<file path="config.mk">
export PLATFORM = sky130hd
export DESIGN_NAME = fp_min_sched
export DESIGN_NICKNAME = d
export VERILOG_FILES = /design/src/rtl/fp_min_sched_pkg.sv /design/src/rtl/fp_min.sv /design/src/rtl/fp_min_rsp_fifo.sv /design/src/rtl/fp_min_sched.sv
export SDC_FILE = /design/constraint.sdc
export NUM_CORES = 1
export LEC_CHECK = 0
export BUFFER_PORTS_ARGS = -buffer_cell sky130_fd_sc_hd__buf_2
export CAP_MARGIN = 20
export CORE_MARGIN = 4
export CORE_UTILIZATION = 55
export CTS_BUF_LIST = sky130_fd_sc_hd__clkbuf_4 sky130_fd_sc_hd__clkbuf_8 sky130_fd_sc_hd__clkbuf_16
export DETAILED_ROUTE_END_ITERATION = 8
export PLACE_DENSITY = 0.82
export SETUP_SLACK_MARGIN = 0.4
export SKIP_CTS_REPAIR_TIMING = 1
export SYNTH_ARGS = -nofsm -noshare
export SYNTH_HDL_FRONTEND = slang
export SYNTH_HIERARCHICAL = 1
export SYNTH_SLANG_ARGS = --single-unit
</file>
<file path="constraint.sdc">
create_clock -name clk -period 3 [get_ports clk]
set_input_delay 0.15 -clock clk [delete_from_list [all_inputs] [get_ports clk]]
set_output_delay 0.15 -clock clk [all_outputs]
set_load 0.01 [all_outputs]
</file>
<file path="src/rtl/fp_min_sched_pkg.sv">
// Shared constants for the multi-client fp_min scheduler: field widths of the
// rounding-mode and status buses, status bit positions, credit counter sizing.
package fp_min_sched_pkg;

   localparam int RND_W    = 2;
   localparam int STATUS_W = 5;

   localparam int ST_NV = 4;
   localparam int ST_DZ = 3;
   localparam int ST_OF = 2;
   localparam int ST_UF = 1;
   localparam int ST_NX = 0;

   // Counter must hold every value from 0 to depth inclusive.
   function automatic int credit_w(input int depth);
      return $clog2(depth + 1);
   endfunction

endpackage

</file>
<file path="src/rtl/fp_min.sv">
// Combinational IEEE-754 minNum: a NaN operand yields the other operand,
// two NaNs yield the canonical quiet NaN, -0 orders below +0.
module fp_min
   import fp_min_sched_pkg::*;
#(
   parameter int SIGN_W = 1,
   parameter int EXPO_W = 8,
   parameter int MANT_W = 23,
   localparam int W = SIGN_W + EXPO_W + MANT_W
) (
   input  logic [W-1:0]        a,
   input  logic [W-1:0]        b,
   input  logic [RND_W-1:0]    rnd,
   output logic [W-1:0]        res,
   output logic [STATUS_W-1:0] status
);

   logic                     a_sign, b_sign;
   logic [EXPO_W-1:0]        a_exp, b_exp;
   logic [MANT_W-1:0]        a_man, b_man;
   logic [EXPO_W+MANT_W-1:0] a_mag, b_mag;
   logic                     a_nan, b_nan, a_snan, b_snan;
   logic                     b_lt_a;
   logic [W-1:0]             canon_nan;
   logic                     unused_rnd;

   // min is exact, so the rounding mode never influences the result
   assign unused_rnd = ^rnd;

   assign a_sign = a[W-1];
   assign b_sign = b[W-1];
   assign a_exp  = a[MANT_W +: EXPO_W];
   assign b_exp  = b[MANT_W +: EXPO_W];
   assign a_man  = a[MANT_W-1:0];
   assign b_man  = b[MANT_W-1:0];
   assign a_mag  = a[EXPO_W+MANT_W-1:0];
   assign b_mag  = b[EXPO_W+MANT_W-1:0];

   assign a_nan  = (&a_exp) && (|a_man);
   assign b_nan  = (&b_exp) && (|b_man);
   assign a_snan = a_nan && !a_man[MANT_W-1];
   assign b_snan = b_nan && !b_man[MANT_W-1];

   assign b_lt_a = (a_sign != b_sign) ? b_sign :
                   (a_sign ? (b_mag > a_mag) : (b_mag < a_mag));

   always_comb begin
      canon_nan = '0;
      canon_nan[MANT_W +: EXPO_W] = '1;
      canon_nan[MANT_W-1] = 1'b1;

      if (a_nan && b_nan) res = canon_nan;
      else if (a_nan)     res = b;
      else if (b_nan)     res = a;
      else if (b_lt_a)    res = b;
      else                res = a;

      status        = '0;
      status[ST_NV] = a_snan || b_snan;
      status[ST_DZ] = 1'b0;
      status[ST_OF] = 1'b0;
      status[ST_UF] = 1'b0;
      status[ST_NX] = 1'b0;
   end

endmodule

</file>
<file path="src/rtl/fp_min_rsp_fifo.sv">
// Response FIFO; output reads as zero while empty so the response bus idles at 0.
module fp_min_rsp_fifo #(
   parameter int DEPTH = 4,
   parameter int WIDTH = 8
) (
   input  logic             clk,
   input  logic             rst_n,
   input  logic             push,
   input  logic [WIDTH-1:0] din,
   input  logic             pop,
   output logic [WIDTH-1:0] dout,
   output logic             full,
   output logic             empty
);

   localparam int PTR_W = $clog2(DEPTH);
   localparam int CNT_W = PTR_W + 1;

   logic [WIDTH-1:0] mem [DEPTH];
   logic [PTR_W-1:0] wr_ptr_reg, rd_ptr_reg;
   logic [CNT_W-1:0] count_reg;
   logic             do_push, do_pop;

   assign empty   = (count_reg == '0);
   assign full    = (count_reg == CNT_W'(DEPTH));
   assign do_push = push && !full;
   assign do_pop  = pop && !empty;
   assign dout    = empty ? '0 : mem[rd_ptr_reg];

   always_ff @(posedge clk) begin
      if (!rst_n) begin
         wr_ptr_reg <= '0;
         rd_ptr_reg <= '0;
         count_reg  <= '0;
      end else begin
         if (do_push) wr_ptr_reg <= wr_ptr_reg + PTR_W'(1);
         if (do_pop)  rd_ptr_reg <= rd_ptr_reg + PTR_W'(1);
         case ({do_push, do_pop})
            2'b10:   count_reg <= count_reg + CNT_W'(1);
            2'b01:   count_reg <= count_reg - CNT_W'(1);
            default: count_reg <= count_reg;
         endcase
      end
   end

   // Storage has no reset; the pointers alone define what is valid.
   always_ff @(posedge clk) begin
      if (do_push) mem[wr_ptr_reg] <= din;
   end

endmodule

</file>
<file path="src/rtl/fp_min_sched.sv">
// Round-robin front end sharing one registered fp_min stage among NUM_REQ
// clients; credits reserve response FIFO space so the stage never stalls.
module fp_min_sched
   import fp_min_sched_pkg::*;
#(
   parameter int SIGN_W    = 1,
   parameter int EXPO_W    = 8,
   parameter int MANT_W    = 23,
   parameter int NUM_REQ   = 4,
   parameter int RSP_DEPTH = 4,
   localparam int W        = SIGN_W + EXPO_W + MANT_W,
   localparam int ID_W     = $clog2(NUM_REQ)
) (
   input  logic                     clk,
   input  logic                     rst_n,
   input  logic [NUM_REQ-1:0]       req_valid,
   output logic [NUM_REQ-1:0]       req_ready,
   input  logic [NUM_REQ*W-1:0]     req_ina,
   input  logic [NUM_REQ*W-1:0]     req_inb,
   input  logic [NUM_REQ*RND_W-1:0] req_rnd,
   output logic                     rsp_valid,
   input  logic                     rsp_ready,
   output logic [ID_W-1:0]          rsp_id,
   output logic [W-1:0]             rsp_res,
   output logic [STATUS_W-1:0]      rsp_status,
   output logic                     busy,
   input  logic                     flags_clr,
   output logic [STATUS_W-1:0]      flags_acc
);

   localparam int IDX_W = ID_W + 1;
   localparam int CRD_W = credit_w(RSP_DEPTH);
   localparam int ENT_W = ID_W + W + STATUS_W;

   logic [ID_W-1:0]     prio_reg;
   logic [CRD_W-1:0]    credit_reg;
   logic                s1_valid_reg;
   logic [ID_W-1:0]     s1_id_reg;
   logic [W-1:0]        s1_a_reg, s1_b_reg;
   logic [RND_W-1:0]    s1_rnd_reg;
   logic [STATUS_W-1:0] flags_reg;

   logic                grant_found;
   logic [ID_W-1:0]     grant_id;
   logic [IDX_W-1:0]    idx;
   logic                credit_ok, xfer, pop;
   logic [W-1:0]        min_res;
   logic [STATUS_W-1:0] min_status;
   logic [ENT_W-1:0]    fifo_dout;
   logic                fifo_empty, fifo_full_unused;

   // First valid requester at or after prio_reg, wrapping around.
   always_comb begin
      grant_found = 1'b0;
      grant_id    = '0;
      idx         = '0;
      for (int k = 0; k < NUM_REQ; k++) begin
         idx = {1'b0, prio_reg} + IDX_W'(k);
         if (idx >= IDX_W'(NUM_REQ)) idx = idx - IDX_W'(NUM_REQ);
         if (!grant_found && req_valid[idx[ID_W-1:0]]) begin
            grant_found = 1'b1;
            grant_id    = idx[ID_W-1:0];
         end
      end
   end

   assign credit_ok = rst_n && (credit_reg != '0);
   assign xfer      = grant_found && credit_ok;
   assign req_ready = xfer ? (NUM_REQ'(1) << grant_id) : '0;
   assign pop       = rsp_valid && rsp_ready;

   always_ff @(posedge clk) begin
      if (!rst_n) begin
         prio_reg     <= '0;
         credit_reg   <= CRD_W'(RSP_DEPTH);
         s1_valid_reg <= 1'b0;
         s1_id_reg    <= '0;
         s1_a_reg     <= '0;
         s1_b_reg     <= '0;
         s1_rnd_reg   <= '0;
         flags_reg    <= '0;
      end else begin
         s1_valid_reg <= xfer;
         if (xfer) begin
            s1_id_reg  <= grant_id;
            s1_a_reg   <= req_ina[grant_id*W +: W];
            s1_b_reg   <= req_inb[grant_id*W +: W];
            s1_rnd_reg <= req_rnd[grant_id*RND_W +: RND_W];
            prio_reg   <= (grant_id == ID_W'(NUM_REQ - 1)) ? '0 : grant_id + ID_W'(1);
         end

         case ({xfer, pop})
            2'b10:   credit_reg <= credit_reg - CRD_W'(1);
            2'b01:   credit_reg <= credit_reg + CRD_W'(1);
            default: credit_reg <= credit_reg;
         endcase

         // A pop coinciding with a clear loads the popped status.
         if (pop)            flags_reg <= flags_clr ? rsp_status : (flags_reg | rsp_status);
         else if (flags_clr) flags_reg <= '0;
      end
   end

   fp_min #(
      .SIGN_W (SIGN_W),
      .EXPO_W (EXPO_W),
      .MANT_W (MANT_W)
   ) u_fp_min (
      .a      (s1_a_reg),
      .b      (s1_b_reg),
      .rnd    (s1_rnd_reg),
      .res    (min_res),
      .status (min_status)
   );

   fp_min_rsp_fifo #(
      .DEPTH (RSP_DEPTH),
      .WIDTH (ENT_W)
   ) u_rsp_fifo (
      .clk   (clk),
      .rst_n (rst_n),
      .push  (s1_valid_reg),
      .din   ({s1_id_reg, min_res, min_status}),
      .pop   (pop),
      .dout  (fifo_dout),
      .full  (fifo_full_unused),
      .empty (fifo_empty)
   );

   assign rsp_valid = !fifo_empty;
   assign {rsp_id, rsp_res, rsp_status} = fifo_dout;
   assign busy      = s1_valid_reg || !fifo_empty;
   assign flags_acc = flags_reg;

endmodule
</file>
# Yosys cells after proc, flatten, opt, wreduce, memory -nomap -nowiden
# Memories as Yosys holds them, arrays and structs flattened. A register that Yosys moved wholly into a read port is not among the register bits.
# Index checks and enable logic that the tools add are counted.
# Widths: inputs -> output; s select.
# totals
reg_bits	84
latch_bits	0
ram_bits	140
mem_bits_ro	0
out_inout_bits	50
word_cells	115
n_memories	1
# memory_table
name	words	width	rd	rd_clocked_by_memory_dff	wr	line_no	rtl
u_rsp_fifo.mem	4	35	1	1	1	fp_min_rsp_fifo.sv:19	logic [WIDTH-1:0] mem [DEPTH];
# classes
add_sub_neg	14
multipliers	0
div	0
order_cmp	10
n_eq_ne	7
n_shift	3
n_mux	38
bitwise_logic	1
reduce_logical	31
# op_table
operator	n
$shiftx 128x8->32	2
$mux 32	4
$reduce_or 23->1	2
$mux 39	1
$gt 31x31->1	1
$lt 31x31->1	1
$mux 2	11
$reduce_and 8->1	2
$mux 5	3
$logic_and 1x1->1	13
$lt 2x3->1 const B	4
$mux 1	12
$pmux 3 s2	2
$ge 3x3->1 const B	3
$bmux 1 s2	4
$sub 2x1->2 const B	4
$logic_not 1->1	7
$add 2x1->2 const B	3
$add 2x2->3 const B	2
$add 3x1->3 const B	2
$eq 2x2->1 const B	3
$reduce_bool 2->1	3
$sub 3x1->3 const B	2
$or 5x5->5	1
10 further kinds	12

# Logic depth before layout (Yosys ltp)
# logic_depth
depth_word	17
mapped_depth	11

# Hierarchy
# The synthesis kept the hierarchy.
# by_module_without_submodules
mod	instances	cells_each	area_per_inst_um2	seq_area_each_um2
fp_min_rsp_fifo	1	300	6368.6	4864.7
fp_min_sched	1	587	5062.4	1581.5
fp_min	1	251	1746.7	0.0

# Worst setup path before layout
# OpenSTA, ideal clock, no wires.
# synth_timing
path_type	register to register
start	reg s1_a_reg[2]
end	mem u_rsp_fifo/mem[0][29] (netlist name), data pin
setup_time_ps	273
t_arrival_ps	2452
t_required_ps	2727
path_slack_ps	275
path_stages_with_launch	11
n_path_buf	1
synth_period_minus_slack_ps	2725
cell_sequence	dfxtp_1 -> inv_1 -> ha_1 -> a21oi_1 -> a21oi_1 -> o31a_1 -> o41ai_2 -> a41oi_1 -> o31ai_2 -> buf_4 -> mux2_1
# synth_via
elab_chain_len	7
# synth_lines
element	line_no	rtl
start, declared	fp_min_sched.sv:39	logic [W-1:0] s1_a_reg, s1_b_reg;
start signal, assigned	fp_min_sched.sv:86	s1_a_reg <= req_ina[grant_id*W +: W];
$lt 31x31->1 / $gt 31x31->1 (equally long branches)	fp_min.sv:45	(a_sign ? (b_mag > a_mag) : (b_mag < a_mag));
$mux 1	fp_min.sv:45	
$mux 1	fp_min.sv:44	assign b_lt_a = (a_sign != b_sign) ? b_sign :
$mux 32	fp_min.sv:55	else if (b_lt_a) res = b;
$mux 32	fp_min.sv:54	else if (b_nan) res = a;
$mux 32	fp_min.sv:53	else if (a_nan) res = b;
$mux 32 *	fp_min.sv:52	if (a_nan && b_nan) res = canon_nan;
end, declared	fp_min_rsp_fifo.sv:19	
# Every way passes the cells marked *; elsewhere a longest branch is shown, timed or not.

# Worst setup path after layout
# layout_timing
start	reg s1_a_reg[2]
end	mem u_rsp_fifo/mem[0][8] (netlist name), data pin
# The elaborated chain is that of the path after synthesis.

==> impl_metrics.csv <==
group,metric,value,unit
timing,slew_headroom,52.26,%
timing,worst_slew_pin_slew,716.0,ps
power_and_ir_drop,comb_power_share,49.0,%
final_layout,fillers,1603,
hold_path,hold_path.class,"in -> reg",
timing,period_needed,2890,ps
run,cap_viol_max_count,0,
worst_setup_path,crit_chain,"inv_1 -> ha_4 -> a21oi_2 -> a21oi_1 -> o31a_1 -> o41ai_2 -> a41oi_2 -> or2_4 -> buf_12 -> a221o_1",
die,die_h,162.1,um
grt,grt_antenna_before_repair,1,
die,dieWidth,162.1,um
timing,hold_ws,-35.06,ps
power_and_ir_drop,finalPower,16680,uW
timing,slew_violations,0,
clock_tree,htree_levels,1,
final_layout,final_cells,1883,
worst_setup_path,worstPathRequired,3230,ps
clock_tree,clkTransAtPathRegs,60,ps
detailed_routing,drtPass1Iterations,5,
power_and_ir_drop,ir_worst_vdd,0.0005470,V
clock_tree,clock-sinks,242,
die,design.die.area,0.02628,sq mm
worst_setup_path,arrival,3120,ps
power_and_ir_drop,clockPowerShare,18.8,%
grt,first_global_vias,10780,
placed_design,dp_hpwl,28310,um
timing,worst_slack,109.9,ps
synth,synth_warnings,6,
die,core_area,0.02340,sq mm
placed_design,dp_cells,1769,
final_layout,drive_gt1_share,36.21,%
worst_setup_path,max_stage_delay,420,ps
detailed_routing,drc,0,
timing,tns,0,ps
power_and_ir_drop,netSwitchingFraction,37.23,%
clock_tree,cts_tree,"built",
detailed_routing,wire_per_inst,21.88,um
power_and_ir_drop,pwr-share-seq,32.2,%
timing,finalCritPeriodShare,96.34,%
worst_setup_path,cp-start-kind,"register",
power_and_ir_drop,internal_power,10470,uW
clock_tree,clock_path_buffers,3,
power_and_ir_drop,pwr_density_cell,974.6,mW/mm^2
power_and_ir_drop,p_sw,6212,uW
synth,netlist_area,0.01307,sq mm
clock_tree,clk_root_buffer_cell,"clkbuf_16",
detailed_routing,drt_iter0_drc,922,
timing,setup_viol,0,
worst_setup_path,critPathBufInv,2,
placed_design,place_ws,-157.0,ps
final_layout,syn2layout_area_growth,31.03,%
clock_tree,numCtsBuffers,24,
outcome,violations,"negative hold slack",
timing,rsz0062_at_grt,"true",
placed_design,portBuffers,313,
timing,skew,16.26,ps
timing,hold_viol,9,
synth,syn_inst,1126,
clock_tree,clk_latency,520,ps
detailed_routing,viasPerCell,6.008,
grt,grt_start_max_net_pins,61,
detailed_routing,vias,11310,
die,initial_utilization,55.83,%
die,io-pin-count,322,
worst_setup_path,cp_max_fo,12,
detailed_routing,routed_wl,41200,um
worst_setup_path,endpoint_kind,"register",
detailed_routing,ant_nets,0,
grt,grt_pass1_wl,58680,um
worst_setup_path,crit_type,"reg -> reg",
worst_setup_path,cpMaxStageDelayCell,"a221o_1",
timing,fmax,0.3460,GHz
grt,overflow,0,
final_layout,fin_nets,1861,
outcome,status,"complete, but fails checks",
placed_design,gp_congestion,0.9165,
worst_setup_path,cp_top_family,"compound AO/OA/AOI/OAI gates",
final_layout,largest_reg_flops,156,
grt,grt.total_usage,28.36,%
synth,syn-mean-instance-area,11.60,sq um
die,row_count,56,
power_and_ir_drop,leakage,0.007126,uW
==> cell type report <==
cell class | count | area (sq um) | area share, %
Sequential cell | 242 | 6416 | 37.48
Clock buffer | 36 | 709.4 | 4.144
Clock inverter | 8 | 131.4 | 0.7674
Antenna cell | 1 | 2.502 | 0.01462
Inverter | 46 | 177.7 | 1.038
Timing Repair Buffer | 476 | 3080 | 17.99
Multi-Input combinational cell | 755 | 6202 | 36.23
Tap cell | 319 | 399.1 | 2.332
==> final timing paths <==
| kind | start | endpoint | slack [ps] | cells past startpoint |
|---|---|---|---|---|
| max | s1_a_reg[2] | u_rsp_fifo/mem[0][8] | 110 | 10 |
| min | req_inb[16] | s1_b_reg[16] | -40 | 3 |
| max reg2reg | s1_a_reg[2] | u_rsp_fifo/mem[0][8] | 110 | 10 |
| min reg2reg | u_rsp_fifo/rd_ptr_reg[1] | u_rsp_fifo/rd_ptr_reg[1] | 520 | 2 |
==> power by group through the flow <==
stage / clock network [uW] / registers [uW] / logic (uW)
final: 3140 / 5370 / 8170
after global routing: 3330 / 5430 / 8760
after CTS: 3160 / 5340 / 7410
after detailed placement: 0 / 5380 / 7320
after global placement: 0 / 5320 / 7130
after floorplan: 0 / 5360 / 4670
==> through the flow <==
stage | util (%) | cell area, sq um
after CTS | 69.43 | 16250
final | 73.15 | 17120
after floorplan | - | 13110
after detailed placement | 65.84 | 15410
after global routing | 73.15 | 17120
after global placement | 65.84 | 15410
==> metal layers <==
layer  GRT usage, %  vias up  part of all wire (%)  routed length [um]
met3          4.440      149                   8.8                3627
met5              0        -                     0                   0
li1               -     5097                     -                   -
met1          36.50     5364                    37               15100
met2          48.55      703                    50               20440
met4          11.00        0                   4.9                2034
==> placed cells by master (no fill, tap or decap), drive strengths merged, types with 47 or more instances in the layout <==
| cell type | count |
|---|---|
| dfxtp | 86 |
| o211ai | 59 |
| nand2 | 88 |
| nor2b | 54 |
| nand3 | 71 |
| dlygate4sd3 | 66 |
| buf | 409 |
| a21o | 51 |
| inv | 47 |
| edfxtp | 156 |
| mux2i | 74 |
| o21ai | 75 |
==> worst reg2reg max path, delay by kind of cell (launching register included) <==
family	cells	cell delay, ps
DFF	1	320
AOI/OAI and AO/OA	6	1460
adders and majority gates	1	250
and+or+nand+nor	1	350
buffers and inverters	2	220
(Power assumes the default switching activity.)
